### src/rtl/fifo4_pkg.sv
// Shared sizing and types for the four-entry, 4-bit nibble FIFO and its read mux.
package fifo4_pkg;

    localparam int FIFO_DEPTH = 4;
    localparam int DATA_W     = 4;
    localparam int PTR_W      = 2;
    localparam int CNT_W      = 3;

    typedef logic [DATA_W-1:0] data_t;
    typedef logic [PTR_W-1:0]  ptr_t;
    typedef logic [CNT_W-1:0]  cnt_t;

endpackage : fifo4_pkg

### src/rtl/Mux4_4b_RTL.sv
// Four-to-one, 4-bit read mux; picks one FIFO storage register by the read pointer.
module Mux4_4b_RTL
    import fifo4_pkg::*;
(
    input  data_t in0,
    input  data_t in1,
    input  data_t in2,
    input  data_t in3,
    input  ptr_t  sel,
    output data_t out
);

    always_comb begin
        out = in0;
        case (sel)
            2'd0:    out = in0;
            2'd1:    out = in1;
            2'd2:    out = in2;
            2'd3:    out = in3;
            default: out = in0;
        endcase
    end

endmodule : Mux4_4b_RTL

### src/rtl/fifo4_4b.sv
// Four-entry, 4-bit valid/ready FIFO; handshake outputs are registered decodes of
// the occupancy counter, so there is no path from enqueue side to dequeue side.
module fifo4_4b
    import fifo4_pkg::*;
(
    input  logic       clk,
    input  logic       rst_n,
    input  logic       enq_val,
    output logic       enq_rdy,
    input  data_t      enq_data,
    output logic       deq_val,
    input  logic       deq_rdy,
    output data_t      deq_data,
    output logic [2:0] count
);

    data_t                 r_mem [FIFO_DEPTH];
    ptr_t                  r_wptr;
    ptr_t                  r_rptr;
    cnt_t                  r_cnt;

    logic                  w_enq_fire;
    logic                  w_deq_fire;
    logic [FIFO_DEPTH-1:0] w_we;

    assign enq_rdy    = (r_cnt != CNT_W'(FIFO_DEPTH));
    assign deq_val    = (r_cnt != '0);
    assign count      = r_cnt;
    assign w_enq_fire = enq_val & enq_rdy;
    assign w_deq_fire = deq_val & deq_rdy;

    always_comb begin
        w_we = '0;
        if (w_enq_fire) begin
            w_we[r_wptr] = 1'b1;
        end
    end

    always_ff @(posedge clk or negedge rst_n) begin
        if (!rst_n) begin
            for (int i = 0; i < FIFO_DEPTH; i++) begin
                r_mem[i] <= '0;
            end
        end else begin
            for (int i = 0; i < FIFO_DEPTH; i++) begin
                if (w_we[i]) begin
                    r_mem[i] <= enq_data;
                end
            end
        end
    end

    // Pointers are exactly PTR_W bits wide so they wrap 3 -> 0 for free.
    always_ff @(posedge clk or negedge rst_n) begin
        if (!rst_n) begin
            r_wptr <= '0;
            r_rptr <= '0;
        end else begin
            if (w_enq_fire) begin
                r_wptr <= r_wptr + 2'd1;
            end
            if (w_deq_fire) begin
                r_rptr <= r_rptr + 2'd1;
            end
        end
    end

    always_ff @(posedge clk or negedge rst_n) begin
        if (!rst_n) begin
            r_cnt <= '0;
        end else begin
            case ({w_enq_fire, w_deq_fire})
                2'b10:   r_cnt <= r_cnt + 3'd1;
                2'b01:   r_cnt <= r_cnt - 3'd1;
                default: r_cnt <= r_cnt;
            endcase
        end
    end

    Mux4_4b_RTL u_readMux (
        .in0 (r_mem[0]),
        .in1 (r_mem[1]),
        .in2 (r_mem[2]),
        .in3 (r_mem[3]),
        .sel (r_rptr),
        .out (deq_data)
    );

endmodule : fifo4_4b

### config.mk
export PLATFORM = sky130hd
export DESIGN_NAME = fifo4_4b
export DESIGN_NICKNAME = d
export VERILOG_FILES = /design/src/rtl/fifo4_pkg.sv /design/src/rtl/Mux4_4b_RTL.sv /design/src/rtl/fifo4_4b.sv
export SDC_FILE = /design/constraint.sdc
export NUM_CORES = 1
export LEC_CHECK = 0
export CAP_MARGIN = 40
export CORE_AREA = 5 5 54 56
export CTS_BUF_LIST = sky130_fd_sc_hd__clkbuf_8
export CTS_CLUSTER_DIAMETER = 50
export DETAILED_ROUTE_END_ITERATION = 8
export DIE_AREA = 0 0 59 61
export PLACE_DENSITY = 0.88
export SLEW_MARGIN = 20
export SYNTH_ARGS = -nofsm -noshare
export SYNTH_HDL_FRONTEND = slang
export SYNTH_SLANG_ARGS = --single-unit
### constraint.sdc
create_clock -name clk -period 3 [get_ports clk]
set_clock_uncertainty 0.05 [all_clocks]
set_input_delay 0.75 -clock clk [delete_from_list [all_inputs] [get_ports clk]]
set_output_delay 0.75 -clock clk [all_outputs]
set_load 0.005 [all_outputs]
* Word level (Yosys, flattened, before mapping) *
Index checks and enable logic that the tools add are counted.

storage, ports and cells
  flip-flop bits (word level) = 23
  bits of input ports = 8
  word-level logic and storage cells = 30

cells by class
  $add $sub $neg = 4
  $lt $le $gt $ge = 2
  equality and inequality tests = 6
  multiplexer cells = 5
  bitwise logic cells = 2
  reduce and logical (&&, ||, !) cells = 4

operators with widths
  cell                                                 number
  one-hot mux 4 bit (4 select lines)                   1
  == test 2 bit, second input constant                 3
  one-hot mux 3 bit (2 select lines)                   1
  adder 2 x 1 -> 2 bit, second input constant          2
  == test 2 x 1 -> 1 bit, second input constant        2
  two-way mux 4 bit                                    1
  adder 3 x 1 -> 3 bit, second input constant          1
  < comparator 2 x 3 -> 1 bit, second input constant   1
  != test 3 bit, second input constant                 1
  nonzero test 3 bit                                   1
  subtractor 3 x 1 -> 3 bit, second input constant     1
  bitwise AND 1 bit                                    2
  demux 1 bit (select 2 bit)                           1
  >= comparator 2 x 1 -> 1 bit, second input constant  1
  logical NOT 2 bit                                    1
  nonzero test 2 bit                                   1
  logical AND 1 bit                                    1
  two-way mux 1 bit                                    1

* Logic depth before layout (Yosys ltp) *
Gate-level depths: netlist (run 1).

  depth after elaboration = 5
  depth in mapped cells = 9

* Modules after synthesis *
A second synthesis (run 1) with hierarchy kept.

unflattened totals
  cell total of the unflattened synthesis = 77
  area total of the unflattened synthesis = 1234.9 um^2

by module, submodules not included
  module       instances  cells an instance  area each (um^2)
  fifo4_4b     1          73                 1129.8
  Mux4_4b_RTL  1          4                  105.1

* Worst setup path before layout (run 1) *
OpenSTA, ideal clock, no wires.

  kind = reg-to-reg
  from = reg r_cnt[1], in the netlist count[1]
  to = reg r_cnt[2], in the netlist count[2]
  setup time = 0.079 ns
  arrival = 2.086 ns
  slack = 0.785 ns
  stages on the path, launching flop included = 10
  buffers on the path = 1
  clock period less this slack = 2.215 ns
  cells stage by stage = dfrtp_1 -> or3b_1 -> buf_2 -> nand2_1 -> ha_1 -> inv_1 -> fa_1 -> xor2_1 -> nor2_1 -> xor2_1

between the ends
  word-level cells in the longest chain between the ends = 4
  elaborated cells between the ends (all ways) = 10
  classes of those cells = add/sub: 2; eq/ne: 3; mux: 1; bitwise: 2; reduce/logical: 2

RTL lines
  element                                                                          RTL line        source
  from (decl)                                                                      fifo4_4b.sv:20  cnt_t r_cnt;
  from (signal assigned)                                                           fifo4_4b.sv:73  2'b10: r_cnt <= r_cnt + 3'd1;
  from (signal assigned)                                                           fifo4_4b.sv:74  2'b01: r_cnt <= r_cnt - 3'd1;
  from (signal assigned)                                                           fifo4_4b.sv:75  default: r_cnt <= r_cnt;
  != test 3 bit *                                                                  fifo4_4b.sv:26  assign enq_rdy = (r_cnt != CNT_W'(FIFO_DEPTH));
  net enq_rdy                                                                      fifo4_4b.sv:9   output logic enq_rdy,
  bitwise AND 1 bit *                                                              fifo4_4b.sv:29  assign w_enq_fire = enq_val & enq_rdy;
  == test 2 x 1 -> 1 bit / == test 2 bit (equally long branches)                   fifo4_4b.sv:72  case ({w_enq_fire, w_deq_fire})
  one-hot mux 3 bit (2 select lines) / nonzero test 2 bit (equally long branches)  -

The timed path passes the listed nets; every way through them passes the cells marked *.
A chain may end at the register's enable or synchronous reset.

* Worst setup path in the final report (run 1) *
  from = reg r_rptr[0]
  to = out deq_data[3]

between the ends
  word-level cells in the longest chain between the ends = 2
  elaborated cells between the ends (all ways) = 5
  classes of those cells = eq/ne: 3; mux: 1; reduce/logical: 1

RTL lines
  element                                RTL line           source
  from (decl)                            fifo4_4b.sv:19     ptr_t r_rptr;
  from (signal assigned)                 fifo4_4b.sv:63     r_rptr <= r_rptr + 2'd1;
  == test 2 bit (tied with other cells)  Mux4_4b_RTL.sv:15  case (sel)
  one-hot mux 4 bit (4 select lines) *   Mux4_4b_RTL.sv:15
  to (decl)                              fifo4_4b.sv:13     output data_t deq_data,

Every way passes the cells marked *; elsewhere a longest branch is shown, timed or not.

==> impl_metrics.ini, run 1 <==
[critical_path]
cp.required_ns = 2.20
cp_slowest_cell = clkdlybuf4s50_1
regToRegSetupSlack_ns = 0.55
path_cells = inv_1 > ha_1 > a222oi_1 > mux2i_1 > clkdlybuf4s50_1
crit_path_end_kind = primary output
crit_path_max_fanout = 4
path_class = flip-flop to primary output
worstSetupStartpointType = flip-flop
critPathMaxStageDelay_ns = 0.46
cp.arrival_ns = 1.99

[cts]
cts_tree = done
clock_sink_count = 23
postCtsResizedCells = 0
ctsHoldBuffers = 0
clockRootBuffer = clkbuf_8
cts_post_setup_buffers_inserted = 0
clk_latency_ns = 0.26
cts_max_level = 1
numCtsBuffers = 3
cts.clk_slew.worst_paths_ns = 0.08
clockBufferDepth = 2

[logic_synthesis]
synth.area.top_cells = dfrtp_1, mux2_4, ha_1, inv_1, a222oi_1
netlist_area_sq_um = 1240
synth_cell_type_count = 21
synth_cells = 96
yosys_warnings = 0
synth_top_area_frac = 0.465
synth-seq-cells = 23
ys_seq_area_frac = 0.465
avgSynthCellArea_sq_um = 12.9
synth_fp_nets = 114
synth_area_leader_cell = dfrtp_1

[floorplanning]
fp.dieH_um = 61
rows = 18
dieArea_sq_um = 3600
die_x_um = 59
fp.coreArea_sq_um = 2390
initial_core_util = 0.518
num_io_pins = 17

[finish]
multi_input_area_sq_um = 574
final_common_cell = dfrtp_1
synthToLayoutAreaGrowth_pct = 16.9
drive_above_1_share = 0.196
most-common-layout-cells = dfrtp_1, clkdlybuf4s50_1, inv_1, mux2_4, ha_1
nFillCells = 204
antenna_cells = 0
nets = 131
layout.area.seq_sq_um = 576

[power]
p_seq_frac = 0.362
clock_power_share = 0.122
finalPower_mw = 1.62
ir_drop_mv = 0.662
power.density_nw_per_um2 = 1120
p_sw_uw = 553
internal-power_mw = 1.07
swShare = 0.342
leakagePower_nw = 0.678
p_comb_frac = 0.515

[timing]
tightest_slew_ns = 0.311
rsz0062_at_grt = false
relSlewSlack = 0.793
layout_min_cycle_time_ns = 2.79
setup_tns_ns = 0
setup_violations = 0
slew_violations = 0
finalHoldViolCount = 0
max_clock_freq_mhz = 358
fin_crit_sh = 0.931

[placed_design]
gp_congestion = 0.821
numPortBuffers = 16
dpl.hpwl_um = 1740

[detailed_routing]
routedWlPerCell_um = 16.7
dr_total_vias = 755
wl_um = 2370
drtIter0Drc = 32
drc = 0
viasPerCell = 5.32
dr.pass1.iters = 4
ant_nets = 0

[global_route]
overflow = 0
grt_pass1_vias = 875
grt_use_met1 = 0.176
grt-busiest-layer = met2
grtUsageMet3 = 0.0468
grt_pass1_wl_um = 4120
antenna_found_initial = 0
grt_use_total = 0.155
met2_usage = 0.262
grt_max_degree = 24

[outcome]
status = complete, no violations

[flow_run]
drv_cap = 0

[worst_hold_path]
hold_path.class = flip-flop to flip-flop
power groups by stage:
| stage | Combinational (mW) | Clock, mW | Sequential [mW] |
|---|---|---|---|
| 3_3_place_gp | 0.802 | 0 | 0.579 |
| 3_5_place_dp | 0.837 | 0 | 0.592 |
| 2_1_floorplan | 0.573 | 0 | 0.562 |
| 5_1_grt | 0.929 | 0.208 | 0.609 |
| 6_report | 0.835 | 0.198 | 0.587 |
| 4_1_cts | 0.848 | 0.202 | 0.587 |
metrics by stage:
step | cells | worst slack (ns) | utilization | hold WS, ns | instance area [sq um]
global placement | 138 | 0.396 | 0.586 | 0.443 | 1400
CTS | 142 | 0.206 | 0.606 | 0.464 | 1450
floorplan | 96 | 0.785 | - | 0.404 | 1240
detailed placement | 138 | 0.260 | 0.586 | 0.446 | 1400
finish | 142 | 0.206 | 0.606 | 0.459 | 1450
global route | 142 | 0.139 | 0.606 | 0.481 | 1450
cell type report:
class	count	share of cell area
clock buffers	3	0.0285
clock inverters	1	0.00346
inverters	12	0.0311
multi-input cells	56	0.397
flip-flops and latches	23	0.398
well taps	30	0.0260
repair buffers	17	0.116
cells in the mapped netlist, drive strengths merged:
cell type and instances:
a222oi 4, and3 4, buf 4, clkbuf 1, dfrtp 23, fa 1, ha 9, inv 12
mux2 14, mux2i 4, nand2 7, nor2 1, o21ai 1, o22ai 4, or3 1, or3b 1
xnor2 3, xor2 2
path summary, 6_finish.rpt:
path,to,cells past startpoint,startpoint
setup / recovery,deq_data[3],5,r_rptr[0]$_DFFE_PN0P_
hold / removal,count[2]$_DFFE_PN0P_,1,count[2]$_DFFE_PN0P_
setup reg to reg,count[2]$_DFFE_PN0P_,8,count[1]$_DFFE_PN0P_
hold reg to reg,count[2]$_DFFE_PN0P_,1,count[2]$_DFFE_PN0P_
max in group asynchronous,count[0]$_DFFE_PN0P_,2,rst_n
min in group asynchronous,r_mem[5]$_DFFE_PN0P_,2,rst_n
flip-flops by register name, indices dropped and copies added (netlist names):
register	count
r_wptr	2
r_mem	16
r_rptr	2
count	3
critical path: cells and delay by family, from the launching register on:
kind / cells / cell delay [ns]
compound gates: 1 / 0.35
flops: 1 / 0.42
mux: 1 / 0.15
fa+ha+maj: 1 / 0.26
buf+inv: 2 / 0.54
layer usage:
| layer | vias up | part of all wire |
|---|---|---|
| met5 | - | 0 |
| met4 | 0 | 0.015 |
| met3 | 4 | 0.054 |
| met2 | 19 | 0.51 |
| met1 | 374 | 0.42 |
| li1 | 358 | - |
kinds of logic after synthesis:
kind of cell | count (synthesis) | share of synthesized area
AND/OR/NAND/NOR | 14 | 0.0688
multiplexers | 18 | 0.196
AO/OA/AOI/OAI | 9 | 0.0566
flip-flops | 23 | 0.465
XOR/XNOR | 5 | 0.0354
adder cells (fa/ha/maj) | 10 | 0.107
buffers and inverters | 17 | 0.0708
No activity file was read; power rests on OpenSTA's default activity.
==> inputs of run 2 (changes only) <==
--- a/config.mk
+++ b/config.mk
@@ -6,13 +6,15 @@
 export NUM_CORES = 1
 export LEC_CHECK = 0
 export CAP_MARGIN = 40
-export CORE_AREA = 5 5 54 56
+export CORE_AREA = 5 5 60 62
 export CTS_BUF_LIST = sky130_fd_sc_hd__clkbuf_8
 export CTS_CLUSTER_DIAMETER = 50
 export DETAILED_ROUTE_END_ITERATION = 8
-export DIE_AREA = 0 0 59 61
-export PLACE_DENSITY = 0.88
+export DIE_AREA = 0 0 65 67
+export GPL_TIMING_DRIVEN = 0
+export PLACE_DENSITY = 0.74
 export SLEW_MARGIN = 20
 export SYNTH_ARGS = -nofsm -noshare
 export SYNTH_HDL_FRONTEND = slang
 export SYNTH_SLANG_ARGS = --single-unit
+export TNS_END_PERCENT = 20
==> impl_metrics.ini, run 2 (synthesized netlist as in run 1, its figures left out) <==
[outcome]
status = complete, no violations

[detailed_routing]
viasPerCell = 5.04
wl_um = 2210
drtIter0Drc = 55
dr.pass1.iters = 4
routedWlPerCell_um = 14.8
ant_nets = 0
drc = 0
dr_total_vias = 756

[critical_path]
crit_path_end_kind = primary output
worstSetupStartpointType = flip-flop
path_class = flip-flop to primary output
crit_path_max_fanout = 4
cp_num_buf_inv = 3
path_cells = inv_1 > ha_1 > clkbuf_1 > mux2i_1 > clkdlybuf4s50_1
r2r_start = count[1]$_DFFE_PN0P_
crit_family = buffers and inverters
cp_slowest_cell = clkdlybuf4s50_1
crit_path_start = r_rptr[0]$_DFFE_PN0P_
cp.required_ns = 2.20
cp.arrival_ns = 2.00
critPathMaxStageDelay_ns = 0.54

[finish]
final_common_cell = dfrtp_1
max_flop_register = r_mem
nFillCells = 278
synthToLayoutAreaGrowth_pct = 20.8
multi_input_area_sq_um = 574
antenna_cells = 0
design_area_sq_um = 1500
largest_reg_flops = 16
fin_util = 0.502
drive_above_1_share = 0.214
most-common-layout-cells = dfrtp_1, clkdlybuf4s50_1, inv_1
nets = 136
layout.area.seq_sq_um = 576

[global_route]
grt_max_degree = 15
overflow = 0
antenna_found_initial = 0
grt_pass1_vias = 874
grt_use_total = 0.120
grt_pass1_wl_um = 4020

[power]
leakagePower_nw = 0.703
finalPower_mw = 1.62
ir_drop_mv = 0.472
power.density_nw_per_um2 = 1090

[flow_run]
drv_cap = 0

[cts]
postCtsResizedCells = 0
clock_sink_count = 23
numCtsBuffers = 3
cts_post_setup_buffers_inserted = 0
ctsHoldBuffers = 0
clockRootBuffer = clkbuf_8
clk_latency_ns = 0.26
cts_tree = done
cts.clk_slew.worst_paths_ns = 0.08
clockBufferDepth = 2
cts_max_level = 1

[timing]
setup_tns_ns = 0
rsz0062_at_grt = false
relSlewSlack = 0.579
setup_violations = 0
max_clock_freq_mhz = 357
slew_violations = 0
tightest_slew_ns = 0.629
fin_crit_sh = 0.934
layout_min_cycle_time_ns = 2.80
finalHoldViolCount = 0

[floorplanning]
num_io_pins = 17
die_x_um = 65
fp.coreArea_sq_um = 2980
initial_core_util = 0.416
fp.dieH_um = 67
dieArea_sq_um = 4360
rows = 20

[placed_design]
numPortBuffers = 16
dpl_cell_area_sq_um = 1450
dpl.hpwl_um = 1730
gp_congestion = 0.746

[worst_hold_path]
hold_path.class = flip-flop to flip-flop
min-delay-start = count[2]$_DFFE_PN0P_
==> run 2: cell types whose count changed in the layout (fill, tap and decap cells not counted) <==
| cell | before | now |
|---|---|---|
| inv_1 | 12 | 13 |
| buf_2 | 0 | 1 |
| clkbuf_1 | 0 | 1 |
| buf_4 | 1 | 0 |
| buf_6 | 0 | 4 |
| clkinv_2 | 1 | 0 |
==> run 2: final cells by class <==
cell class	instances	area share
Buffer	5	0.0285
Clock buffer	3	0.0276
Clock inverter	1	0.00251
Inverter	12	0.0301
Multi-Input combinational cell	56	0.384
Sequential cell	23	0.385
Tap cell	33	0.0276
Timing Repair Buffer	17	0.115
==> run 2: worst reg2reg max path, delay by kind of cell, from the launching register on <==
family	cells	cell delay (ns)
XOR/XNOR	2	0.30
adder cells (fa/ha/maj)	2	0.62
buffers and inverters	2	0.23
flip-flops	1	0.43
AND/OR/NAND/NOR	3	0.72
==> run 2: worst paths after layout <==
path | endpoint | slack [ns] | cells past startpoint
setup / recovery | deq_data[3] | 0.20 | 5
hold / removal | count[2]$_DFFE_PN0P_ | 0.46 | 1
setup reg to reg | count[2]$_DFFE_PN0P_ | 0.58 | 9
hold reg to reg | count[2]$_DFFE_PN0P_ | 0.46 | 1
max in group asynchronous | count[0]$_DFFE_PN0P_ | 1.57 | 2
min in group asynchronous | r_mem[2]$_DFFE_PN0P_ | 0.83 | 1
==> run 2: layer usage <==
metal | GRT usage | wire (um) | share of wire | up-vias
met1 | 0.149 | 1060 | 0.48 | 374
met3 | 0.0472 | 123 | 0.056 | 0
met2 | 0.202 | 1030 | 0.46 | 17
met4 | 0.0158 | 0 | 0 | 0
li1 | - | - | - | 365
met5 | 0 | 0 | 0 | -
==> run 2: report_power, final <==
part,total [mW],switching [mW],internal [mW]
combinational,0.848,0.325,0.523
sequential,0.590,0.117,0.473
clock,0.186,0.0947,0.0913
==> run 2: through the flow <==
step / setup WS [ns] / hold slack (ns) / instances
floorplan: 0.785 / 0.404 / 96
global placement: 0.336 / 0.442 / 145
detailed placement: 0.273 / 0.446 / 146
CTS: 0.173 / 0.467 / 150
global route: 0.110 / 0.493 / 150
finish: 0.197 / 0.458 / 150
==> inputs of run 3 (changes only) <==
--- a/config.mk
+++ b/config.mk
@@ -12,6 +12,7 @@
 export DETAILED_ROUTE_END_ITERATION = 8
 export DIE_AREA = 0 0 65 67
 export GPL_TIMING_DRIVEN = 0
+export HOLD_SLACK_MARGIN = 0.06
 export PLACE_DENSITY = 0.74
 export SLEW_MARGIN = 20
 export SYNTH_ARGS = -nofsm -noshare
==> results of run 3 <==
Same layout as run 2: the final DEF is identical, and so are final timing and power.
